`src/rtl/ksa_scrambler.sv`:
```
// ksa_scrambler
// -------------
// Runs the RC4 key-scheduling algorithm (KSA) over an external single-port
// RAM holding the permutation table s[0..DEPTH-1]:
//   j = 0
//   for i in 0..DEPTH-1:
//     j = (j + s[i] + key[i mod KEY_BYTES]) mod DEPTH
//     swap(s[i], s[j])
// It can optionally fill the table with the identity permutation first.
// The RAM has one cycle of read latency: the address is held for two
// cycles and q is captured at the end of the second one.
//
// Ports
//   clock       rising-edge clock
//   reset       synchronous, active-high reset
//   start       begin a run; only looked at in IDLE
//   init_en     when 1 at the accepting start edge, write s[a]=a first
//   secret_key  KEY_BYTES bytes, byte 0 in the most significant position
//   q           RAM read data
//   busy        high in every state except IDLE
//   done        one-cycle pulse when the run completes
//   wren        RAM write enable
//   address     RAM address
//   data        RAM write data
//   state_dbg   current FSM state encoding (observation only)
//
// Handshake: start is a level request sampled only while IDLE. The edge on
// which IDLE sees start=1 is the accepting edge: key and init_en are latched
// there and busy rises. start is ignored while busy. done pulses for exactly
// one cycle, after which the block returns to IDLE; if start is still high
// in IDLE, a new run is accepted on that edge.

module ksa_scrambler #(
  parameter int DATA_W    = 8,
  parameter int KEY_BYTES = 3
) (
  input  logic                   clock,
  input  logic                   reset,
  input  logic                   start,
  input  logic                   init_en,
  input  logic [KEY_BYTES*8-1:0] secret_key,
  input  logic [DATA_W-1:0]      q,
  output logic                   busy,
  output logic                   done,
  output logic                   wren,
  output logic [DATA_W-1:0]      address,
  output logic [DATA_W-1:0]      data,
  output logic [3:0]             state_dbg
);

  // Key-index counter width; at least one bit even for a one-byte key.
  localparam int KIW    = (KEY_BYTES > 1) ? $clog2(KEY_BYTES) : 1;
  // Key byte lookup table padded to a power of two so any counter value
  // selects a defined entry.
  localparam int KSLOTS = 1 << KIW;

  localparam logic [KIW-1:0]    KIDX_LAST = KIW'(KEY_BYTES - 1);
  localparam logic [DATA_W-1:0] I_LAST    = '1;

  typedef enum logic [3:0] {
    S_IDLE    = 4'd0,
    S_INIT_WR = 4'd1,
    S_RD_I1   = 4'd2,
    S_RD_I2   = 4'd3,
    S_CALC_J  = 4'd4,
    S_RD_J1   = 4'd5,
    S_RD_J2   = 4'd6,
    S_WR_I    = 4'd7,
    S_WR_J    = 4'd8,
    S_INC     = 4'd9,
    S_DONE    = 4'd10
  } state_e;

  state_e                 state_q, state_d;
  logic [DATA_W-1:0]      i_q, i_d;
  logic [DATA_W-1:0]      j_q, j_d;
  logic [DATA_W-1:0]      si_q, si_d;
  logic [DATA_W-1:0]      sj_q, sj_d;
  logic [KIW-1:0]         kidx_q, kidx_d;
  logic [KEY_BYTES*8-1:0] key_q, key_d;

  logic [7:0]             key_slots [KSLOTS];
  logic [7:0]             key_byte;
  logic [DATA_W-1:0]      key_ext;

  // Split the latched key into bytes, byte 0 taken from the MSBs. The
  // clamped slice base keeps every unrolled select in range; slots past
  // KEY_BYTES are never addressed because the counter wraps first.
  always_comb begin
    for (int k = 0; k < KSLOTS; k++) begin
      key_slots[k] = 8'h00;
      if (k < KEY_BYTES) begin
        key_slots[k] = key_q[8*((k < KEY_BYTES) ? (KEY_BYTES-1-k) : 0) +: 8];
      end
    end
  end

  assign key_byte = key_slots[kidx_q];

  // Zero-extend (DATA_W > 8) or truncate (DATA_W < 8) the key byte.
  always_comb begin
    key_ext = '0;
    for (int b = 0; b < DATA_W; b++) begin
      if (b < 8) begin
        key_ext[b] = key_byte[(b < 8) ? b : 0];
      end
    end
  end

  // Next-state and output logic.
  always_comb begin
    state_d = state_q;
    i_d     = i_q;
    j_d     = j_q;
    si_d    = si_q;
    sj_d    = sj_q;
    kidx_d  = kidx_q;
    key_d   = key_q;
    busy    = (state_q != S_IDLE);
    done    = 1'b0;
    wren    = 1'b0;
    address = '0;
    data    = '0;

    case (state_q)
      S_IDLE: begin
        if (start) begin
          i_d     = '0;
          j_d     = '0;
          kidx_d  = '0;
          key_d   = secret_key;
          state_d = init_en ? S_INIT_WR : S_RD_I1;
        end
      end

      S_INIT_WR: begin
        wren    = 1'b1;
        address = i_q;
        data    = i_q;
        if (i_q == I_LAST) begin
          i_d     = '0;
          state_d = S_RD_I1;
        end else begin
          i_d = i_q + 1'b1;
        end
      end

      S_RD_I1: begin
        address = i_q;
        state_d = S_RD_I2;
      end

      S_RD_I2: begin
        address = i_q;
        si_d    = q;
        state_d = S_CALC_J;
      end

      S_CALC_J: begin
        address = i_q;
        j_d     = j_q + si_q + key_ext;
        state_d = S_RD_J1;
      end

      // j_q already holds the updated index here.
      S_RD_J1: begin
        address = j_q;
        state_d = S_RD_J2;
      end

      S_RD_J2: begin
        address = j_q;
        sj_d    = q;
        state_d = S_WR_I;
      end

      // Both writes happen even when i == j; they then store the same
      // value twice and the table is unchanged.
      S_WR_I: begin
        wren    = 1'b1;
        address = i_q;
        data    = sj_q;
        state_d = S_WR_J;
      end

      S_WR_J: begin
        wren    = 1'b1;
        address = j_q;
        data    = si_q;
        state_d = S_INC;
      end

      S_INC: begin
        if (i_q == I_LAST) begin
          state_d = S_DONE;
        end else begin
          i_d     = i_q + 1'b1;
          kidx_d  = (kidx_q == KIDX_LAST) ? '0 : kidx_q + 1'b1;
          state_d = S_RD_I1;
        end
      end

      S_DONE: begin
        done    = 1'b1;
        state_d = S_IDLE;
      end

      default: begin
        state_d = S_IDLE;
      end
    endcase
  end

  always_ff @(posedge clock) begin
    if (reset) begin
      state_q <= S_IDLE;
      i_q     <= '0;
      j_q     <= '0;
      si_q    <= '0;
      sj_q    <= '0;
      kidx_q  <= '0;
      key_q   <= '0;
    end else begin
      state_q <= state_d;
      i_q     <= i_d;
      j_q     <= j_d;
      si_q    <= si_d;
      sj_q    <= sj_d;
      kidx_q  <= kidx_d;
      key_q   <= key_d;
    end
  end

  assign state_dbg = state_q;

endmodule

```
`config.mk`:
```
export PLATFORM = sky130hd
export DESIGN_NAME = ksa_scrambler
export DESIGN_NICKNAME = d
export VERILOG_FILES = /design/src/rtl/ksa_scrambler.sv
export SDC_FILE = /design/constraint.sdc
export NUM_CORES = 1
export LEC_CHECK = 0
export ABC_CLOCK_PERIOD_IN_PS = 4600
export BUFFER_PORTS_ARGS = -buffer_cell sky130_fd_sc_hd__buf_2
export CAP_MARGIN = 10
export CORE_ASPECT_RATIO = 2
export CORE_UTILIZATION = 53
export DETAILED_ROUTE_END_ITERATION = 10
export PLACE_DENSITY = 0.82
export SYNTH_ARGS = -nofsm -noshare
export SYNTH_HDL_FRONTEND = slang
export SYNTH_SLANG_ARGS = --single-unit
```
`constraint.sdc`:
```
create_clock -name clock -period 4.6 [get_ports clock]
set_input_delay 1.38 -clock clock [delete_from_list [all_inputs] [get_ports clock]]
set_output_delay 1.38 -clock clock [all_outputs]
set_load 0.1 [all_outputs]
```
==> summary.txt <==
Global route
  – Pin count of the biggest net entering global routing: 61
  – Global-route wire length before repair: 14.22 mm
  – Grt total ovfl: 0
  – Total track usage: 28.29%
  – Vias in the first global route: 3074
  – Initial antenna violation count: 0

Yosys
  – Ys async rst share: 0%
  – Largest family of logic cells by synthesized area: simple AND/OR/NAND/NOR gates
  – EDFF count, synth: 0
  – Post-Synth Simple-Gate Area: 24.07%
  – XOR/XNOR Fraction of Synth Area: 3.018%
  – Post-Synth Adder-Cell Area: 7.200%
  – Synth Instances: 426
  – Synth warn: 0
  – Synthesized cell area: 3441 sq um
  – Ys flop type: dfxtp_1
  – Sequential area share after synthesis: 36.07%
  – Post-synthesis compound-gate area fraction: 19.45%
  – Syn nets: 477
  – Multiplexer share of the synthesized area: 4.945%
  – Syn_area_per_cell: 8.077 sq um
  – Post-synth cell types: 52
  – Flops & latches, synth: 62

Drt
  – Total Wirelength: 8.947 mm
  – Drt via density: 5.833
  – Via Count: 3255
  – WL/cell: 16.03 microns
  – Routed Antenna Nets: 0
  – DRT Pass-1 Iters: 6
  – Initial drt markers: 315
  – Post-route DRC: 0

Clock network
  – Clock latency on the worst-skew pair: 0.33 ns
  – Cts bufs inserted: 9
  – H-Tree Depth: 3
  – Postcts setup bufs: 0
  – Clk buf depth: 2
  – CTS tree: done
  – CTS Hold Bufs: 0
  – Root buf cell: clkbuf_16
  – Clk pin slew, worst setup/hold paths: 0.05 ns
  – Clock sink count: 62
  – Post_cts resized: 0

Placed design
  – GPL Wtd Cong: 0.9480
  – Setup Slack @ Placement: 0.8746 ns
  – Placed instance count: 544
  – Post-DP HPWL: 6.471 mm
  – I/O Buffers: 58

Critical path
  – Critical path peak fanout: 18
  – Startpoint class of the critical path: register
  – Critical Path RT: 3.22 ns
  – Critical Path End Type: output port
  – Type of the worst setup path: reg2out
  – Crit path DAT: 2.72 ns

STA
  – Setup violation total in the final timing report: 0
  – Fin Setup TNS: 0 ns
  – Worst Tran Pin Value: 1.050 ns
  – RSZ-0062 raised after global routing: false
  – Period minus WS final: 4.100 ns
  – Period utilization: 89.14%
  – Final worst slack: 0.4998 ns
  – Max-Slew Margin vs Limit: 29.85%
  – Fmax: 0.2439 GHz
  – Worst Hold Slack: 0.4529 ns
  – Fin. max-slew vios: 0
  – Worst Clk Skew: 0.006195 ns
  – Final Hold Fails: 0

Final layout
  – Finished Layout Cells: 558
  – Nets: 520
  – FF/Latch Area: 1241 sq um
  – Area delta synth->final: 17.16%
  – Multi-input logic area: 2049 sq um
  – FILL cells: 552
  – Layout cell share with drive strength beyond 1: 19.07%
  – Commonest non-fill, non-tap cell in the layout: nand2_1
  – Antenna diodes: 0
  – Most frequent cells in the layout: nand2_1, dfxtp_1, buf_2

Die
  – Core Rows: 41
  – Die area: 6838 sq um
  – Num ports: 59
  – Initial cell density of the core: 54.53%
  – Die X: 58.98 microns
  – Core area: 6310 sq um
  – Die Span Y: 116.0 microns

Pwr
  – Int Pwr: 1.137 mW
  – Comb pwr share: 29.9%
  – Sequential share of power: 36.5%
  – Net Sw Frac: 37.71%
  – PwrDens: 452.8 nW/um^2
  – Net Sw Power: 0.6883 mW
  – Clock share of power: 33.5%
  – Leakage: 1.635 nW
  – Worst vdd ir: 0.3033 mV
  – Pwr Total: 1.825 mW

Hold path
  – HP Class: reg2reg

Flow run
  – Total of max-cap violations: 0

Run status
  – Outcome: complete, no violations
[per-layer routing]
metal,vias up,global-route usage [%],share of wire (%)
li1,1578,-,-
met1,1515,27.86,36
met2,123,49.92,54
met3,39,6.696,4.5
met4,0,20.32,5.4
met5,-,0,0
[metrics by stage]
| stage | utilization (%) | cell area, sq um |
|---|---|---|
| floorplan | - | 3471 |
| global placement | 59.53 | 3756 |
| detailed placement | 59.53 | 3756 |
| CTS | 63.89 | 4031 |
| global route | 63.89 | 4031 |
| finish | 63.89 | 4031 |
[cells in the mapped netlist (2+ instances only)]
| cell type | count | share of area (%) |
|---|---|---|
| a211oi_1 | 2 | 0.44 |
| a21o_1 | 2 | 0.44 |
| a21oi_1 | 40 | 5.8 |
| a222oi_1 | 8 | 2.3 |
| a22o_1 | 8 | 2.0 |
| a22oi_1 | 8 | 1.7 |
| a31oi_1 | 4 | 0.73 |
| a32oi_1 | 2 | 0.51 |
| and2_1 | 5 | 0.91 |
| and3_1 | 2 | 0.36 |
| buf_2 | 8 | 1.2 |
| buf_4 | 3 | 0.65 |
| clkbuf_1 | 15 | 1.6 |
| dfxtp_1 | 62 | 36 |
| fa_1 | 8 | 4.7 |
| ha_1 | 7 | 2.5 |
| inv_1 | 14 | 1.5 |
| mux2i_1 | 17 | 4.9 |
| nand2_1 | 95 | 10 |
| nand2b_1 | 3 | 0.55 |
| nand3_1 | 8 | 1.2 |
| nand4_1 | 2 | 0.36 |
| nand4b_1 | 3 | 0.76 |
| nor2_1 | 32 | 3.5 |
| nor2b_1 | 5 | 0.91 |
| nor3_1 | 5 | 0.73 |
| nor4_1 | 3 | 0.55 |
| nor4_4 | 2 | 1.2 |
| o21ai_0 | 19 | 2.8 |
| o21bai_1 | 2 | 0.44 |
| o22ai_1 | 2 | 0.36 |
| or4_1 | 2 | 0.44 |
| xnor2_1 | 8 | 2.0 |
| xor2_1 | 2 | 0.51 |
[power groups by stage]
stage | clock (mW) | combinational, mW | sequential [mW]
6_report | 0.612 | 0.547 | 0.666
5_1_grt | 0.645 | 0.591 | 0.673
4_1_cts | 0.620 | 0.544 | 0.665
3_5_place_dp | 0 | 0.537 | 0.674
3_3_place_gp | 0 | 0.529 | 0.672
2_1_floorplan | 0 | 0.410 | 0.687
[kinds of logic (layout without fill, tap and decap cells)]
logic type / after synthesis / count (layout)
simple gates: 174 / 174
flops: 62 / 62
compound gates: 105 / 105
buf+inv: 42 / 88
xor+xnor: 11 / 11
fa+ha+maj: 15 / 15
mux: 17 / 17
[worst max-delay path, stage by stage (launching register included)]
cell and delay, ns:
dfxtp_1 0.32, buf_4 0.27, inv_1 0.18, nor4_4 0.83, a222oi_1 0.25, inv_1 0.10
buf_2 0.43
[cell type report]
class,instances,area share [%]
multi-input combinational,322,50.84
sequential,62,30.79
timing repair buffer,60,7.573
clock buffer,13,6.704
tap,86,2.669
inverter,14,1.304
clock inverter,1,0.1241
[sequential cells by signal, summed over array words and instances (netlist names)]
signal and cells:
i_q 8, kidx_q 2, j_q 8, si_q 8, state_dbg 4, key_q 24, sj_q 8
[final timing paths]
kind | start | end | slack [ns] | depth (start not counted)
worst max-delay path | state_dbg[3] | data[5] | 0.50 | 6
worst min-delay path | key_q[8] | key_q[8] | 0.45 | 2
worst max register to register | kidx_q[1] | j_q[7] | 1.14 | 12
worst min register to register | key_q[8] | key_q[8] | 0.45 | 2
(Power assumes the default switching activity.)
